## config.mk

```make
export PLATFORM = sky130hd
export DESIGN_NAME = mac_learn_table
export DESIGN_NICKNAME = d
export VERILOG_FILES = /design/src/rtl/mac_learn_table.sv
export SDC_FILE = /design/constraint.sdc
export NUM_CORES = 1
export LEC_CHECK = 0
export BUFFER_PORTS_ARGS = -buffer_cell sky130_fd_sc_hd__clkbuf_2
export CELL_PAD_IN_SITES_DETAIL_PLACEMENT = 1
export CELL_PAD_IN_SITES_GLOBAL_PLACEMENT = 1
export CORE_MARGIN = 8
export CORE_UTILIZATION = 53
export CTS_BUF_LIST = sky130_fd_sc_hd__clkbuf_8
export CTS_CLUSTER_SIZE = 12
export DETAILED_ROUTE_END_ITERATION = 10
export MAX_ROUTING_LAYER = met4
export PLACE_DENSITY_LB_ADDON = 0.1
export SLEW_MARGIN = 20
export SYNTH_ARGS = -nofsm -noshare
export SYNTH_HDL_FRONTEND = slang
export SYNTH_SLANG_ARGS = --single-unit
export TNS_END_PERCENT = 10
```

## constraint.sdc

```tcl
create_clock -name clk -period 8.71 [get_ports clk]
set_input_delay 0 -clock clk [delete_from_list [all_inputs] [get_ports clk]]
set_output_delay 0 -clock clk [all_outputs]
set_load 0.05 [all_outputs]
```

## src/rtl/mac_learn_table.sv

```systemverilog
// mac_learn_table: small fully-associative IP-to-MAC cache.
// The receive path learns (IP, MAC) pairs; the transmit path looks up an IP
// and receives a registered {hit, MAC} result one cycle later.
//
// Handshakes: a transfer happens on a rising edge where valid and ready are
// both high. Ready never depends on valid of the same channel. The result
// channel (mac_addr_*) holds all outputs stable while valid is high and
// mac_addr_rdy is low.
`ifndef IP_ADDR_W
`define IP_ADDR_W 32
`endif
`ifndef MAC_ADDR_W
`define MAC_ADDR_W 48
`endif

module mac_learn_table #(
    parameter int NUM_ENTRIES = 8,
    localparam int PTR_W = $clog2(NUM_ENTRIES)
) (
    input  logic                   clk,
    input  logic                   rst,
    input  logic                   flush,
    input  logic [`IP_ADDR_W-1:0]  learn_ip,
    input  logic [`MAC_ADDR_W-1:0] learn_mac,
    input  logic                   learn_val,
    output logic                   learn_rdy,
    input  logic [`IP_ADDR_W-1:0]  ip_addr,
    input  logic                   ip_addr_val,
    output logic                   ip_addr_rdy,
    output logic [`MAC_ADDR_W-1:0] mac_addr,
    output logic                   mac_addr_val,
    output logic                   mac_addr_hit,
    input  logic                   mac_addr_rdy
);

    // Table state. IP/MAC storage is not reset; valid bits qualify it.
    logic [NUM_ENTRIES-1:0] valid_q;
    logic [`IP_ADDR_W-1:0]  ip_tab  [NUM_ENTRIES];
    logic [`MAC_ADDR_W-1:0] mac_tab [NUM_ENTRIES];
    logic [PTR_W-1:0]       ptr_q;

    // Learn-side decode
    logic             learn_fire;
    logic             learn_hit;
    logic [PTR_W-1:0] learn_hit_idx;
    logic             free_any;
    logic [PTR_W-1:0] free_idx;
    logic             wr_en;
    logic             new_entry;
    logic             adv_ptr;
    logic [PTR_W-1:0] wr_idx;

    // Lookup-side decode
    logic                   lk_fire;
    logic                   lk_hit;
    logic [`MAC_ADDR_W-1:0] lk_mac;

    // Flush owns the table for its cycle, so learns are refused then.
    assign learn_rdy  = ~flush;
    assign learn_fire = learn_val & learn_rdy;

    // Find an existing entry for learn_ip and the lowest-index free slot.
    // Scanning downward lets the lowest matching index win.
    always_comb begin
        learn_hit     = 1'b0;
        learn_hit_idx = '0;
        free_any      = 1'b0;
        free_idx      = '0;
        for (int i = NUM_ENTRIES - 1; i >= 0; i--) begin
            if (valid_q[i] && (ip_tab[i] == learn_ip)) begin
                learn_hit     = 1'b1;
                learn_hit_idx = PTR_W'(i);
            end
            if (!valid_q[i]) begin
                free_any = 1'b1;
                free_idx = PTR_W'(i);
            end
        end
    end

    // Pick the learn target: refresh existing, fill free, else evict at pointer.
    // IP 0 is accepted but never stored.
    always_comb begin
        wr_en     = 1'b0;
        new_entry = 1'b0;
        adv_ptr   = 1'b0;
        wr_idx    = ptr_q;
        if (learn_fire && (learn_ip != '0) && !rst) begin
            wr_en = 1'b1;
            if (learn_hit) begin
                wr_idx = learn_hit_idx;
            end else if (free_any) begin
                wr_idx    = free_idx;
                new_entry = 1'b1;
            end else begin
                wr_idx    = ptr_q;
                new_entry = 1'b1;
                adv_ptr   = 1'b1;
            end
        end
    end

    // Entry storage write; the IP field only changes when a new entry is made.
    always_ff @(posedge clk) begin
        if (wr_en) begin
            mac_tab[wr_idx] <= learn_mac;
            if (new_entry) begin
                ip_tab[wr_idx] <= learn_ip;
            end
        end
    end

    // Valid bits and round-robin pointer; reset and flush both empty the table.
    always_ff @(posedge clk) begin
        if (rst || flush) begin
            valid_q <= '0;
            ptr_q   <= '0;
        end else begin
            if (wr_en && new_entry) begin
                valid_q[wr_idx] <= 1'b1;
            end
            if (adv_ptr) begin
                ptr_q <= ptr_q + 1'b1;
            end
        end
    end

    // Associative compare against pre-edge contents; at most one entry matches,
    // so OR-combining the MACs selects the matching one. IP 0 never hits.
    always_comb begin
        lk_hit = 1'b0;
        lk_mac = '0;
        for (int i = 0; i < NUM_ENTRIES; i++) begin
            if (valid_q[i] && (ip_tab[i] == ip_addr) && (ip_addr != '0)) begin
                lk_hit = 1'b1;
                lk_mac = lk_mac | mac_tab[i];
            end
        end
    end

    assign ip_addr_rdy = ~mac_addr_val | mac_addr_rdy;
    assign lk_fire     = ip_addr_val & ip_addr_rdy;

    // Single-entry result register: load on accept, clear on consume, else hold.
    always_ff @(posedge clk) begin
        if (rst) begin
            mac_addr_val <= 1'b0;
            mac_addr_hit <= 1'b0;
            mac_addr     <= '0;
        end else if (lk_fire) begin
            mac_addr_val <= 1'b1;
            mac_addr_hit <= lk_hit;
            mac_addr     <= lk_mac;
        end else if (mac_addr_rdy) begin
            mac_addr_val <= 1'b0;
            mac_addr_hit <= 1'b0;
            mac_addr     <= '0;
        end
    end

endmodule
```

==> results of run 1 <==
## kinds of logic (layout without fill, tap and decap cells)
kind of cell	Yosys count	count (layout)	share of synthesized area, %
simple gates	366	366	7.09
buf+inv	142	501	2.29
flops	701	701	68.2
mux	1	1	0.0334
other cells	0	3	0
fa+ha+maj	1	1	0.0418
compound gates	282	282	7.44
xor+xnor	508	508	14.9
## repair_timing
item | CTS | global route
hold buffers | 82 | 0
resized for setup | 0 | 0
setup buffers | 0 | 0
hold endpoints to repair | 667 | 0
## worst paths after layout
| kind | from | end |
|---|---|---|
| worst max-delay path | ip_tab[6][3] | mac_tab[4][27] |
| worst min-delay path | learn_ip[14] | ip_tab[4][14] |
| worst max register to register | ip_tab[6][3] | mac_tab[4][27] |
| worst min register to register | mac_addr[35] | mac_addr[35] |
## power groups by stage
stage / sequential, mW / clock, mW / combinational [mW]
2_1_floorplan: 3.77 / 0 / 0.187
3_3_place_gp: 3.77 / 0 / 0.356
5_1_grt: 3.70 / 2.88 / 0.422
6_report: 3.70 / 2.72 / 0.410
4_1_cts: 3.70 / 2.75 / 0.396
3_5_place_dp: 3.77 / 0 / 0.362
## cells in the mapped netlist, types with 2 or more instances
cell       instances
edfxtp_1         640
xor2_1           373
xnor2_1          135
nor4_1           112
a22oi_1           97
buf_2             70
nand2_1           70
dfxtp_1           61
nand4_1           52
a21oi_1           51
a222oi_1          49
nand3b_1          49
a41o_1            48
clkbuf_1          48
nor3_1            33
nand3_1           25
inv_1             12
buf_6              8
nor2_1             7
o21ai_0            5
o31ai_1            5
and4_1             4
or3_1              4
buf_1              3
o211ai_1           3
o21ai_1            3
a2111oi_0          2
a211o_1            2
a21boi_0           2
a21o_1             2
a31oi_1            2
a32o_1             2
and3_1             2
o22ai_1            2
## area by class of cell
type	count	area, um^2
Fill cell	5321	21700
Tap cell	756	946
Timing Repair Buffer	280	1900
Antenna cell	3	7.51
Multi-Input combinational cell	1158	8950
Sequential cell	701	20400
Inverter	12	45.0
Clock buffer	122	1680
Clock inverter	87	472
## per-stage QoR
stage / instances / setup WS, ps / cell area [um^2] / hold slack, ps
after global placement: 2824 / 4190 / 31400 / 267
final: 3119 / 3950 / 34400 / 27.0
after global routing: 3119 / 3780 / 34400 / 13.1
after CTS: 3115 / 4030 / 34400 / 7.73
after floorplan: 2001 / 1300 / 29900 / 77.4
after detailed placement: 2824 / 4030 / 31400 / 279
## worst max-delay path, stage by stage, from the launching register on
cell      delay [ps]
edfxtp_1         430
xor2_1           200
nor4_1           660
nand3_1          140
nor3_1           560
nand4b_4         310
nor3_2            90
a211oi_2         900
and4_2           400
buf_4            660
## sequential cells by signal (all words and copies together) (netlist names)
signal / count
mac_addr_hit: 1
mac_tab: 384
mac_addr_val: 1
mac_addr: 48
ip_tab: 256
ptr_q: 3
valid_q: 8
## cell usage in the layout, fill, tap and decap left out, types with 3 or more instances in the layout
master | Yosys | final
o31ai_1 | 5 | 5
bufinv_16 | 0 | 3
dlygate4sd3_1 | 0 | 82
nor2_1 | 7 | 5
nand2_1 | 70 | 69
clkbuf_2 | 0 | 169
xor2_1 | 373 | 373
clkinv_2 | 0 | 10
xnor2_1 | 135 | 135
o211ai_1 | 3 | 3
or3_1 | 4 | 4
nand3b_1 | 49 | 49
nor3_1 | 33 | 20
a22oi_1 | 97 | 97
inv_1 | 12 | 60
nor4_1 | 112 | 107
a21oi_1 | 51 | 51
a222oi_1 | 49 | 49
clkinv_1 | 0 | 21
nand3_1 | 25 | 25
diode_2 | 0 | 3
nor3_2 | 1 | 14
buf_4 | 1 | 28
nand4_1 | 52 | 52
o21ai_0 | 5 | 5
nor4_2 | 0 | 5
edfxtp_1 | 640 | 640
clkbuf_8 | 0 | 122
a41o_1 | 48 | 48
and4_2 | 0 | 4
dfxtp_1 | 61 | 61
o21ai_1 | 3 | 3
## metal layers
metal | wire [um] | track usage [%] | share of wire (%)
met1 | 41500 | 44.2 | 42
met2 | 44900 | 46.7 | 45
met3 | 10500 | 6.25 | 11
met4 | 2160 | 7.73 | 2.2
met5 | 0 | - | 0
==> flow_metrics.env, run 1 <==
export IMPL_grtUsageTotal_pct=31.3
export IMPL_cts_buffer_depth=3
export IMPL_syn_area_mm2=0.0299
export IMPL_row_count=87
export IMPL_grt_overflow=0
export IMPL_critPathArrivalTime_ps=5100
export IMPL_report_power_total_mw=6.83
export IMPL_ff2ff_setup_slack_ps=3950
export IMPL_worst_path_max_fanout=48
export IMPL_die_h_um=254
export IMPL_dr_pass1_iters=9
export IMPL_cp_end_kind="register"
export IMPL_combPwrFrac_pct=6.0
export IMPL_via_per_inst=6.33
export IMPL_worst_slew_pin_slew_ps=1270
export IMPL_tritoncts="yes"
export IMPL_grt_pass1_vias=20744
export IMPL_die_w_um=254
export IMPL_cp_start_kind="register"
export IMPL_crit_type="reg2reg"
export IMPL_drv_slew=0
export IMPL_fin_util_pct=61.3
export IMPL_numCtsBuffers=112
export IMPL_io_buffers=169
export IMPL_drt_total_wl_um=99100
export IMPL_clockPowerShare_pct=39.9
export IMPL_area_growth_pct=15.0
export IMPL_ys_ff_latch=701
export IMPL_cts_root_buf="clkbuf_8"
export IMPL_timing_fmax_ghz=0.210
export IMPL_fin_tns_setup_ps=0
export IMPL_routed_via_count=19750
export IMPL_grt_max_degree=63
export IMPL_synthCells=2001
export IMPL_slew_headroom_pct=14.5
export IMPL_fp_dieArea_mm2=0.0644
export IMPL_synth_async_reset_ratio_pct=0
export IMPL_min_period_ps=4760
export IMPL_drive_above_1_share_pct=15.7
export IMPL_yosysWarningCount=0
export IMPL_cts_sinks=701
export IMPL_drc=0
export IMPL_drtIter0Drc=2652
export IMPL_cp_data_required_time_ps=9050
export IMPL_routedWlPerCell_um=31.8
export IMPL_p_int_mw=5.19
export IMPL_synth_edff_count=640
export IMPL_status="completed"
export IMPL_synth_top_area_share_pct=64.2
export IMPL_antenna_found_initial=2
export IMPL_swShare_pct=24.0
export IMPL_power_switching_mw=1.64
export IMPL_seqPwrFrac_pct=54.1
export IMPL_p_leak_nw=11.3
export IMPL_postRouteAntennaNets=0
export IMPL_synth_yosys_seq_area_share_pct=68.2
export IMPL_hold_class="in2reg"
export IMPL_rsz0062_at_grt="false"
export IMPL_ioPinCount=170
export IMPL_initial_core_util_pct=53.3
export IMPL_synth_distinct_cells=52
export IMPL_nets=2384
export IMPL_fp_coreArea_mm2=0.0562
export IMPL_syn_nets=2120
export IMPL_place_gp_congestion=0.944
export IMPL_clkLatencyLatePin_ps=740
export IMPL_hpwl_um=59300
export IMPL_setup_violations=0
export IMPL_synth_avg_cell_area_um2=15.0
export IMPL_cts_reportedPaths_clkPinSlew_ps=60
export IMPL_grt_pass1_wl_um=143000
export IMPL_min_path_cells=1
export IMPL_finClkSkew_ps=33.4
export IMPL_synthTopCellsByArea="edfxtp_1, xor2_1, dfxtp_1"
export IMPL_drv_cap=0
export IMPL_finalCritPeriodShare_pct=54.6
export IMPL_p_per_area_mw_per_mm2=198
export IMPL_ir_worst_vdd_uv=135
export IMPL_synth_ff_type="edfxtp_1"
export IMPL_final_hold_viol_count=0
export IMPL_r2r_worst_path_cells=9
export IMPL_synth_top_cell_by_area="edfxtp_1"
export IMPL_cts_max_level=3
No activity file was read; power rests on OpenSTA's default activity.
==> run 2: changes to the inputs <==
==> constraint.sdc (replaced) <==
create_clock -name clk -period 4.4 [get_ports clk]
set_input_delay 0 -clock clk [delete_from_list [all_inputs] [get_ports clk]]
set_output_delay 0 -clock clk [all_outputs]
set_load 0.05 [all_outputs]
==> run 2 against run 1 <==
Clock power grew 100%; critical path depth rose by 3; critical endpoint is now mac_tab[5][12]; register-to-register slack worse by 3600 ps.
==> flow_metrics.env, run 2 (synthesized netlist as in run 1, its figures left out) <==
export IMPL_p_leak_nw=11.8
export IMPL_grt_max_degree=79
export IMPL_drv_slew=0
export IMPL_power_switching_mw=3.33
export IMPL_finalCritPeriodShare_pct=93.0
export IMPL_cp_end_kind="register"
export IMPL_fp_dieArea_mm2=0.0644
export IMPL_initial_core_util_pct=53.3
export IMPL_status="completed"
export IMPL_layout_common_cells="edfxtp_1, xor2_1, clkbuf_2"
export IMPL_cp_data_required_time_ps=4810
export IMPL_min_path_cells=2
export IMPL_path_common_cell="buf_4"
export IMPL_finClkSkew_ps=35.3
export IMPL_drv_cap=0
export IMPL_fp_coreArea_mm2=0.0562
export IMPL_antenna_found_initial=2
export IMPL_grt_pass1_wl_um=150000
export IMPL_hold_class="in2reg"
export IMPL_hold_ws_ps=93.1
export IMPL_worst_path_max_fanout=13
export IMPL_place_gp_congestion=1.03
export IMPL_critPathArrivalTime_ps=4500
export IMPL_drive_above_1_share_pct=18.2
export IMPL_cts_buffer_depth=3
export IMPL_final_hold_viol_count=0
export IMPL_rsz0062_at_grt="false"
export IMPL_crit_type="in2reg"
export IMPL_cts_root_buf="clkbuf_8"
export IMPL_ir_worst_vdd_uv=307
export IMPL_path_buf_inv=4
export IMPL_routedWlPerCell_um=33.0
export IMPL_fill_cells=5272
export IMPL_crit_cells=12
export IMPL_combPwrFrac_pct=6.4
export IMPL_cp_slowest_cell="a2111oi_0"
export IMPL_fin_util_pct=63.1
export IMPL_p_int_mw=10.4
export IMPL_post_cts_setup_buffers=0
export IMPL_drtIter0Drc=3089
export IMPL_cts_max_level=3
export IMPL_grt_overflow=0
export IMPL_cts_sinks=701
export IMPL_swShare_pct=24.3
export IMPL_cp_start_kind="input pin"
export IMPL_setup_violations=0
export IMPL_fin_tns_setup_ps=0
export IMPL_worst_slew_pin_slew_ps=1130
export IMPL_hpwl_um=66500
export IMPL_crit_path_cell_trace="dlygate4sd3_1 > clkbuf_2 > buf_4 > xnor2_1 > o211ai_1 > a2111oi_0 > nand3_1 > nand4_1 > nor3_2 > a211o_1 > nor4_4 > buf_4"
export IMPL_clkLatencyLatePin_ps=740
export IMPL_min_period_ps=4090
export IMPL_postRouteAntennaNets=0
export IMPL_p_per_area_mw_per_mm2=387
export IMPL_grtUsageTotal_pct=33.3
export IMPL_timing_fmax_ghz=0.244
export IMPL_register_area_mm2=0.0204
export IMPL_ioPinCount=170
export IMPL_grt_pass1_vias=21228
export IMPL_nets=2457
export IMPL_report_power_total_mw=13.7
export IMPL_slew_headroom_pct=23.8
export IMPL_top_register="mac_tab"
export IMPL_multi_input_area_mm2=0.00899
export IMPL_dp_cells=2895
export IMPL_clockPowerShare_pct=40.2
export IMPL_io_buffers=169
export IMPL_r2r_worst_path_cells=9
export IMPL_cts_reportedPaths_clkPinSlew_ps=60
export IMPL_tritoncts="yes"
export IMPL_instances_no_fill=3191
export IMPL_critPathTopFamily="buffers and inverters"
export IMPL_numCtsBuffers=112
export IMPL_area_growth_pct=18.3
export IMPL_largest_reg_flops=384
export IMPL_row_count=87
export IMPL_cpPeakStageDelay_ps=700
export IMPL_die_w_um=254
export IMPL_via_per_inst=6.41
export IMPL_drt_total_wl_um=105000
export IMPL_routed_via_count=20456
export IMPL_seqPwrFrac_pct=53.4
export IMPL_layout_commonest_cell="edfxtp_1"
export IMPL_die_h_um=254
export IMPL_reg_top3="mac_tab: 384 flops, ip_tab: 256 flops, mac_addr: 48 flops"
export IMPL_dr_pass1_iters=7
export IMPL_drc=0
run 2: cell count changes in the layout (fill, tap and decap cells not counted), sizes merged:
cell / before / now
clkbuf: 291 / 299
bufinv: 3 / 2
clkinv: 33 / 23
clkinvlp: 1 / 0
diode: 3 / 1
dlygate4sd3: 82 / 85
buf: 29 / 99
inv: 62 / 67
run 2: layer usage:
layer / vias up / track usage (%) / part of all wire [%]
li1: 8430 / - / -
met1: 10502 / 46.7 / 41
met2: 1326 / 49.2 / 45
met3: 198 / 7.23 / 12
met4: 0 / 9.28 / 2.8
met5: - / - / 0
run 2: through the flow:
step / worst slack, ps / instance area, um^2
final: 308 / 35400
after global routing: 173 / 35400
after CTS: 556 / 35400
after detailed placement: 346 / 32400
after global placement: 441 / 32400
after floorplan: -1010 / 30000
run 2: area by class of cell:
cell class	count	share of cell area [%]
diodes	1	0.00706
clock buffers	130	5.05
clock inverters	80	1.19
inverters	12	0.127
multi-input cells	1158	25.4
flip-flops and latches	701	57.7
well taps	756	2.67
repair buffers	353	7.91
run 2: worst paths after layout:
check / start / endpoint / slack (ps)
hold / removal: learn_mac[4] / mac_tab[3][4] / 90
setup reg to reg: ip_tab[2][4] / mac_tab[5][12] / 390
setup / recovery: learn_ip[4] / mac_tab[5][12] / 310
hold reg to reg: mac_addr[4] / mac_addr[4] / 490
run 2: what timing repair did:
action,4_1_cts,5_1_grt
hold endpoints to repair,636,0
gates resized for setup,0,0
hold buffers,85,0
run 2: power by group through the flow:
stage / clock network, mW / registers (mW) / logic, mW
6_report: 5.52 / 7.32 / 0.879
2_1_floorplan: 0 / 7.46 / 0.370
5_1_grt: 5.81 / 7.32 / 0.896
3_5_place_dp: 0 / 7.46 / 0.777
4_1_cts: 5.57 / 7.32 / 0.845
3_3_place_gp: 0 / 7.46 / 0.766
